<file path="src/rtl/tsu_q_drain.sv">
// PTP timestamp-unit queue drain engine: a register-bus initiator that pops queue
// entries and presents each one as a valid/ready record.
module tsu_q_drain #(
  parameter logic [7:0]  CTRL_ADDR = 8'h40,
  parameter logic [7:0]  STAT_ADDR = 8'h44,
  parameter logic [7:0]  DATA_ADDR = 8'h50,
  parameter logic [7:0]  TS_ADDR   = 8'h80,
  parameter int unsigned POLL_MAX  = 16,
  parameter int unsigned IDLE_GAP  = 64
) (
  input  logic         clk,
  input  logic         rst_n,
  input  logic         enable,
  input  logic [7:0]   msgid_mask,
  input  logic         mask_ld,
  input  logic         q_flush,
  output logic         bus_wr_out,
  output logic         bus_rd_out,
  output logic [7:0]   bus_addr_out,
  output logic [31:0]  bus_data_out,
  input  logic [31:0]  bus_data_in,
  output logic         rec_valid,
  input  logic         rec_ready,
  output logic [127:0] rec_data,
  output logic [79:0]  rec_ts,
  output logic [7:0]   rec_level,
  output logic         busy,
  output logic         timeout_err,
  input  logic         err_clr
);

  localparam int unsigned GW = $clog2(IDLE_GAP + 1);
  localparam int unsigned PW = $clog2(POLL_MAX + 1);
  localparam logic [GW-1:0] GAP_LOAD  = GW'(IDLE_GAP);
  localparam logic [PW-1:0] POLL_LAST = PW'(POLL_MAX - 1);

  typedef enum logic [3:0] {
    S_IDLE, S_FLUSH_HI, S_FLUSH_LO, S_CFG,
    S_STAT_RD, S_STAT_CAP, S_REQ_LO, S_REQ_HI,
    S_POLL_RD, S_POLL_CAP, S_ABORT,
    S_FETCH_RD, S_FETCH_CAP, S_PRESENT, S_REL
  } state_t;

  state_t         state, state_n;
  logic           flush_pending, mask_pending;
  logic [GW-1:0]  gap_cnt;
  logic [PW-1:0]  poll_cnt;
  logic [2:0]     fetch_idx;
  logic [7:0]     addr_q, op_addr, fetch_addr;
  logic [31:0]    data_q, op_data;
  logic           wr, rd;
  logic           stat_empty, poll_ok, poll_timeout, gap_expired;

  assign stat_empty   = (bus_data_in[7:0] == 8'h00);
  assign poll_ok      = bus_data_in[0];
  assign poll_timeout = (state == S_POLL_CAP) && !poll_ok && (poll_cnt == POLL_LAST);
  // Launch when the counter will have run out by the next edge, giving exactly
  // IDLE_GAP idle cycles between an empty status capture and the next poll.
  assign gap_expired  = (gap_cnt <= GW'(1));
  assign fetch_addr   = (fetch_idx[2] ? TS_ADDR : DATA_ADDR) + {4'b0000, fetch_idx[1:0], 2'b00};

  assign bus_wr_out   = wr;
  assign bus_rd_out   = rd;
  assign bus_addr_out = op_addr;
  assign bus_data_out = op_data;
  assign rec_valid    = (state == S_PRESENT);
  assign busy         = (state != S_IDLE);

  // Next state and bus operation; address/data hold their last value between strobes.
  always_comb begin
    state_n = state;
    wr      = 1'b0;
    rd      = 1'b0;
    op_addr = addr_q;
    op_data = data_q;
    unique case (state)
      S_IDLE: begin
        if (flush_pending)              state_n = S_FLUSH_HI;
        else if (mask_pending)          state_n = S_CFG;
        else if (enable && gap_expired) state_n = S_STAT_RD;
      end
      S_FLUSH_HI: begin
        wr = 1'b1; op_addr = CTRL_ADDR; op_data = 32'h0000_0002;
        state_n = S_FLUSH_LO;
      end
      S_FLUSH_LO: begin
        wr = 1'b1; op_addr = CTRL_ADDR; op_data = '0;
        state_n = S_IDLE;
      end
      S_CFG: begin
        wr = 1'b1; op_addr = STAT_ADDR; op_data = {msgid_mask, 24'h000000};
        state_n = S_IDLE;
      end
      S_STAT_RD: begin
        rd = 1'b1; op_addr = STAT_ADDR;
        state_n = S_STAT_CAP;
      end
      S_STAT_CAP: state_n = stat_empty ? S_IDLE : S_REQ_LO;
      S_REQ_LO: begin
        wr = 1'b1; op_addr = CTRL_ADDR; op_data = '0;
        state_n = S_REQ_HI;
      end
      S_REQ_HI: begin
        wr = 1'b1; op_addr = CTRL_ADDR; op_data = 32'h0000_0001;
        state_n = S_POLL_RD;
      end
      S_POLL_RD: begin
        rd = 1'b1; op_addr = CTRL_ADDR;
        state_n = S_POLL_CAP;
      end
      S_POLL_CAP: begin
        if (poll_ok)           state_n = S_FETCH_RD;
        else if (poll_timeout) state_n = S_ABORT;
        else                   state_n = S_POLL_RD;
      end
      S_ABORT: begin
        wr = 1'b1; op_addr = CTRL_ADDR; op_data = '0;
        state_n = S_IDLE;
      end
      S_FETCH_RD: begin
        rd = 1'b1; op_addr = fetch_addr;
        state_n = S_FETCH_CAP;
      end
      S_FETCH_CAP: state_n = (fetch_idx == 3'd6) ? S_PRESENT : S_FETCH_RD;
      S_PRESENT:   if (rec_ready) state_n = S_REL;
      S_REL: begin
        wr = 1'b1; op_addr = CTRL_ADDR; op_data = '0;
        // Pending maintenance is only serviced from IDLE, so detour there first.
        state_n = (enable && !flush_pending && !mask_pending) ? S_STAT_RD : S_IDLE;
      end
      default: state_n = S_IDLE;
    endcase
  end

  // State register, pending flags, counters and record capture.
  always_ff @(posedge clk) begin
    if (!rst_n) begin
      state         <= S_IDLE;
      flush_pending <= 1'b0;
      mask_pending  <= 1'b1;
      gap_cnt       <= '0;
      poll_cnt      <= '0;
      fetch_idx     <= '0;
      addr_q        <= '0;
      data_q        <= '0;
      timeout_err   <= 1'b0;
      rec_data      <= '0;
      rec_ts        <= '0;
      rec_level     <= '0;
    end else begin
      state         <= state_n;
      addr_q        <= op_addr;
      data_q        <= op_data;
      flush_pending <= q_flush || (flush_pending && (state != S_FLUSH_HI));
      mask_pending  <= mask_ld || (mask_pending && (state != S_CFG));
      timeout_err   <= poll_timeout || (timeout_err && !err_clr);

      if (((state == S_STAT_CAP) && stat_empty) || poll_timeout)
        gap_cnt <= GAP_LOAD;
      else if ((state == S_IDLE) && enable && (gap_cnt != '0))
        gap_cnt <= gap_cnt - GW'(1);

      if ((state == S_STAT_CAP) && !stat_empty)
        rec_level <= bus_data_in[7:0];

      if (state == S_REQ_HI)
        poll_cnt <= '0;
      else if ((state == S_POLL_CAP) && !poll_ok)
        poll_cnt <= poll_cnt + PW'(1);

      if (state == S_POLL_CAP)
        fetch_idx <= '0;
      else if (state == S_FETCH_CAP)
        fetch_idx <= fetch_idx + 3'd1;

      if (state == S_FETCH_CAP) begin
        case (fetch_idx)
          3'd0: rec_data[127:96] <= bus_data_in;
          3'd1: rec_data[95:64]  <= bus_data_in;
          3'd2: rec_data[63:32]  <= bus_data_in;
          3'd3: rec_data[31:0]   <= bus_data_in;
          3'd4: rec_ts[79:64]    <= bus_data_in[15:0];
          3'd5: rec_ts[63:32]    <= bus_data_in;
          3'd6: rec_ts[31:0]     <= bus_data_in;
          default: ;
        endcase
      end
    end
  end

endmodule

</file>
<file path="config.mk">
export PLATFORM = sky130hd
export DESIGN_NAME = tsu_q_drain
export DESIGN_NICKNAME = d
export VERILOG_FILES = /design/src/rtl/tsu_q_drain.sv
export SDC_FILE = /design/constraint.sdc
export NUM_CORES = 1
export LEC_CHECK = 0
export ABC_AREA = 1
export ABC_CLOCK_PERIOD_IN_PS = 3660
export CORE_UTILIZATION = 50
export DETAILED_ROUTE_END_ITERATION = 10
export PLACE_DENSITY = 0.95
export RECOVER_POWER = 25
export SLEW_MARGIN = 20
export SYNTH_ARGS = -nofsm -noshare
export SYNTH_HDL_FRONTEND = slang
export SYNTH_SLANG_ARGS = --single-unit
</file>
<file path="constraint.sdc">
create_clock -name clk -period 3.66 [get_ports clk]
set_input_delay 0.549 -clock clk [delete_from_list [all_inputs] [get_ports clk]]
set_output_delay 0.549 -clock clk [all_outputs]
set_load 0.1 [all_outputs]
</file>
==> impl_metrics.ini <==
[run_status]
status = complete, no violations

[timing]
rsz0062_at_grt = false
max_slew.worst_pin.slew_ns = 1.26
fin_crit_sh_pct = 84.3
slew_viol_final = 0
setup_violations = 0
max_freq_mhz = 324
fin_setup_tns_ns = 0
fin_crit_ns = 3.09
slew_headroom_pct = 16.0
worst_clock_skew_ns = 0.00959
final_hold_viol_count = 0

[layout]
fillers = 1495
diodes = 0
syn2layout_area_growth_pct = 35.5
fin_util_pct = 69.9
drive_above_1_share_pct = 6.95
fin_nets = 1666
fin_cells = 1897

[cts]
cts_hold_buf = 0
cts-resized-gates = 0
cts_tree = built
clk_latency_ns = 0.53
post_cts_buffers = 0
cts.clk_slew.worst_paths_ns = 0.07
cts_sinks = 278
htree_levels = 1
cts_root_buf = clkbuf_16
cts.path.max_buffers = 3
numCtsBuffers = 29

[power_and_ir_drop]
seq_power_share_pct = 48.0
finalPower_mw = 6.39
p_leak_nw = 5.12
p_per_area_mw_per_mm2 = 446
clkPwrFrac_pct = 41.8
switching_share_pct = 26.1
irDropWorstVdd_mv = 0.394
p_comb_share_pct = 10.2
p_int_mw = 4.73
power.switching_mw = 1.66

[drt]
drc_errors = 0
wl_um = 33000
vias = 10200
route.detailed.wl_per_inst_um = 17.4
drt-initial-drc-count = 658
vias_per_cell = 5.39
drt-pass1-iter-count = 5
detail-route-antenna-nets = 0

[worst_setup_path]
r2r_cells = 6
cp_max_fo = 43
startpoint_type = flip-flop
reg2reg_setup_slack_ns = 0.57
cp_data_required_time_ns = 4.06
r2r-start = state[2]
crit_path_end_kind = flip-flop
r2r-end = rec_data[78]
crit_arrival_ns = 3.48
worstSetupPathType = flip-flop to flip-flop

[global_route]
grt_usage_pct = 29.6
grt_max_degree = 113
grt_antenna_before_repair = 0
grt_pass1_vias = 9811
grt_pass1_wl_um = 51700
grt_overflow = 0

[yosys]
ys_ff_latch = 278
ys.flop_type = dfxtp_1
synth.cell_area_mm2 = 0.0106
yosysWarnings = 0
ys_async_sr_fraction_pct = 0
synth_compound_area_share_pct = 19.2
synth_cells = 1347
synth.distinct_cells = 36
muxShareOfSynthArea_pct = 0
synth_fa_ha_area_share_pct = 1.07
synthesis.nets = 1403
yosysTopAreaCellShare_pct = 52.6
yosysTopAreaCell = dfxtp_1
yosys.area_share.simple_pct = 14.9
ys_seq_area_share_pct = 52.6
synth_edf_count = 0
avgSynthCellArea_um2 = 7.85
yosys-top-cells-area = dfxtp_1 (53%), a21oi_1 (11%), inv_1 (7.1%)
synthXorXnorAreaFrac_pct = 0.249
synth_top_family_by_area = compound AO/OA/AOI/OAI gates

[run]
maxCapViolCount = 0

[hold_path]
min_from = rst_n
hold_path.class = input port to flip-flop
holdPathEnd = mask_pending
holdPathStages = 2

[placement]
gp_congestion = 0.878
placedCellCount = 1849
portBuffers = 307
hpwl_um = 21000

[die]
core_mm2 = 0.0205
die_h_um = 147
rows = 52
initial_core_util_pct = 51.6
die_area_mm2 = 0.0217
die_w_um = 147
io_pins = 308
==> final cells by class <==
| class | instances | area, um^2 | area share [%] |
|---|---|---|---|
| Sequential cell | 278 | 5570 | 38.9 |
| Multi-Input combinational cell | 772 | 3720 | 26.0 |
| Timing Repair Buffer | 322 | 3070 | 21.5 |
| Clock buffer | 40 | 797 | 5.56 |
| Inverter | 207 | 782 | 5.46 |
| Tap cell | 270 | 338 | 2.36 |
| Clock inverter | 8 | 50.0 | 0.349 |
==> Yosys cell counts, types with 2 or more instances <==
library cell and count:
a21oi_1 240, buf_2 13, buf_6 16, clkbuf_1 59, dfxtp_1 278, ha_1 9
inv_1 200, inv_2 6, nand2_1 163, nand2_2 3, nand3_1 71, nand3_2 3
nand3_4 2, nand3b_1 3, nor2_1 72, nor2_2 3, nor2_4 2, nor3_1 30
o21ai_0 112, o21ai_1 44, xor2_1 3
==> cell usage in the layout, fill, tap and decap left out, types with 2 or more instances in the layout <==
master and instances:
nor3_1 30, a21oi_1 240, inv_2 3, clkbuf_1 8, o21ai_0 114, clkbuf_16 29
nand3_2 3, dfxtp_1 278, inv_6 2, clkdlybuf4s50_1 262, nand3_4 2, xor2_1 3
clkbuf_8 3, nor2_1 76, nand2_2 2, nand3b_1 3, ha_1 8, nand2_1 164
o21ai_1 42, buf_4 58, inv_1 202, clkinv_2 5, nand3_1 71
==> flip-flops by register name (all words and copies together), names as in the netlist <==
signal / flops
state: 4
rec_data: 128
fetch_idx: 3
flush_pending: 1
rec_level: 8
addr_q: 8
poll_cnt: 5
data_q: 32
rec_ts: 80
mask_pending: 1
gap_cnt: 7
timeout_err: 1
==> cell families (layout without fill, tap and decap cells) <==
logic type | after synthesis | count (layout)
AO/OA/AOI/OAI | 402 | 402
AND/OR/NAND/NOR | 358 | 358
buffers and inverters | 297 | 577
flip-flops | 278 | 278
adder cells (fa/ha/maj) | 9 | 9
XOR/XNOR | 3 | 3
==> stage by stage <==
step / hold slack [ns] / area (um^2) / worst slack [ns]
after floorplan: 0.421 / 10600 / 0.269
after global placement: 0.431 / 13500 / 1.35
after detailed placement: 0.434 / 13500 / 1.30
after CTS: 0.333 / 14300 / 0.722
after global routing: 0.352 / 14300 / 0.387
final: 0.360 / 14300 / 0.574
==> metal layers <==
layer | track usage, % | wire length (um) | up-vias | share of wire (%)
met3 | 5.77 | 2560 | 127 | 7.8
met2 | 50.9 | 16000 | 489 | 49
met4 | 15.5 | 1770 | 0 | 5.4
met1 | 35.0 | 12600 | 4750 | 38
met5 | 0 | 0 | - | 0
li1 | - | - | 4854 | -
==> power groups by stage <==
stage / Combinational (mW) / Clock [mW] / Sequential [mW]
final: 0.650 / 2.67 / 3.07
after global routing: 0.699 / 2.84 / 3.07
after CTS: 0.651 / 2.72 / 3.07
after detailed placement: 0.644 / 0 / 3.13
after global placement: 0.626 / 0 / 3.13
after floorplan: 0.449 / 0 / 3.14
==> critical path: stages (launching register included) <==
cell and delay (ns):
dfxtp_1 0.44, nand2_2 0.12, nor2_1 0.77, nand3_2 0.68, buf_4 0.50, o21ai_0 0.32, a21oi_1 0.10
==> worst max path at each step <==
| stage | cells after the start | endpoint | slack [ns] | start |
|---|---|---|---|---|
| floorplan | 5 | bus_data_out[15] | 0.27 | state[2] |
| global placement | 3 | busy | 1.35 | state[2] |
| detailed placement | 3 | busy | 1.30 | state[2] |
| CTS | 3 | busy | 0.72 | state[2] |
| global route | 7 | rec_data[77] | 0.39 | state[0] |
| finish | 6 | rec_data[78] | 0.57 | state[2] |
Power figures use the tool's default switching activity.
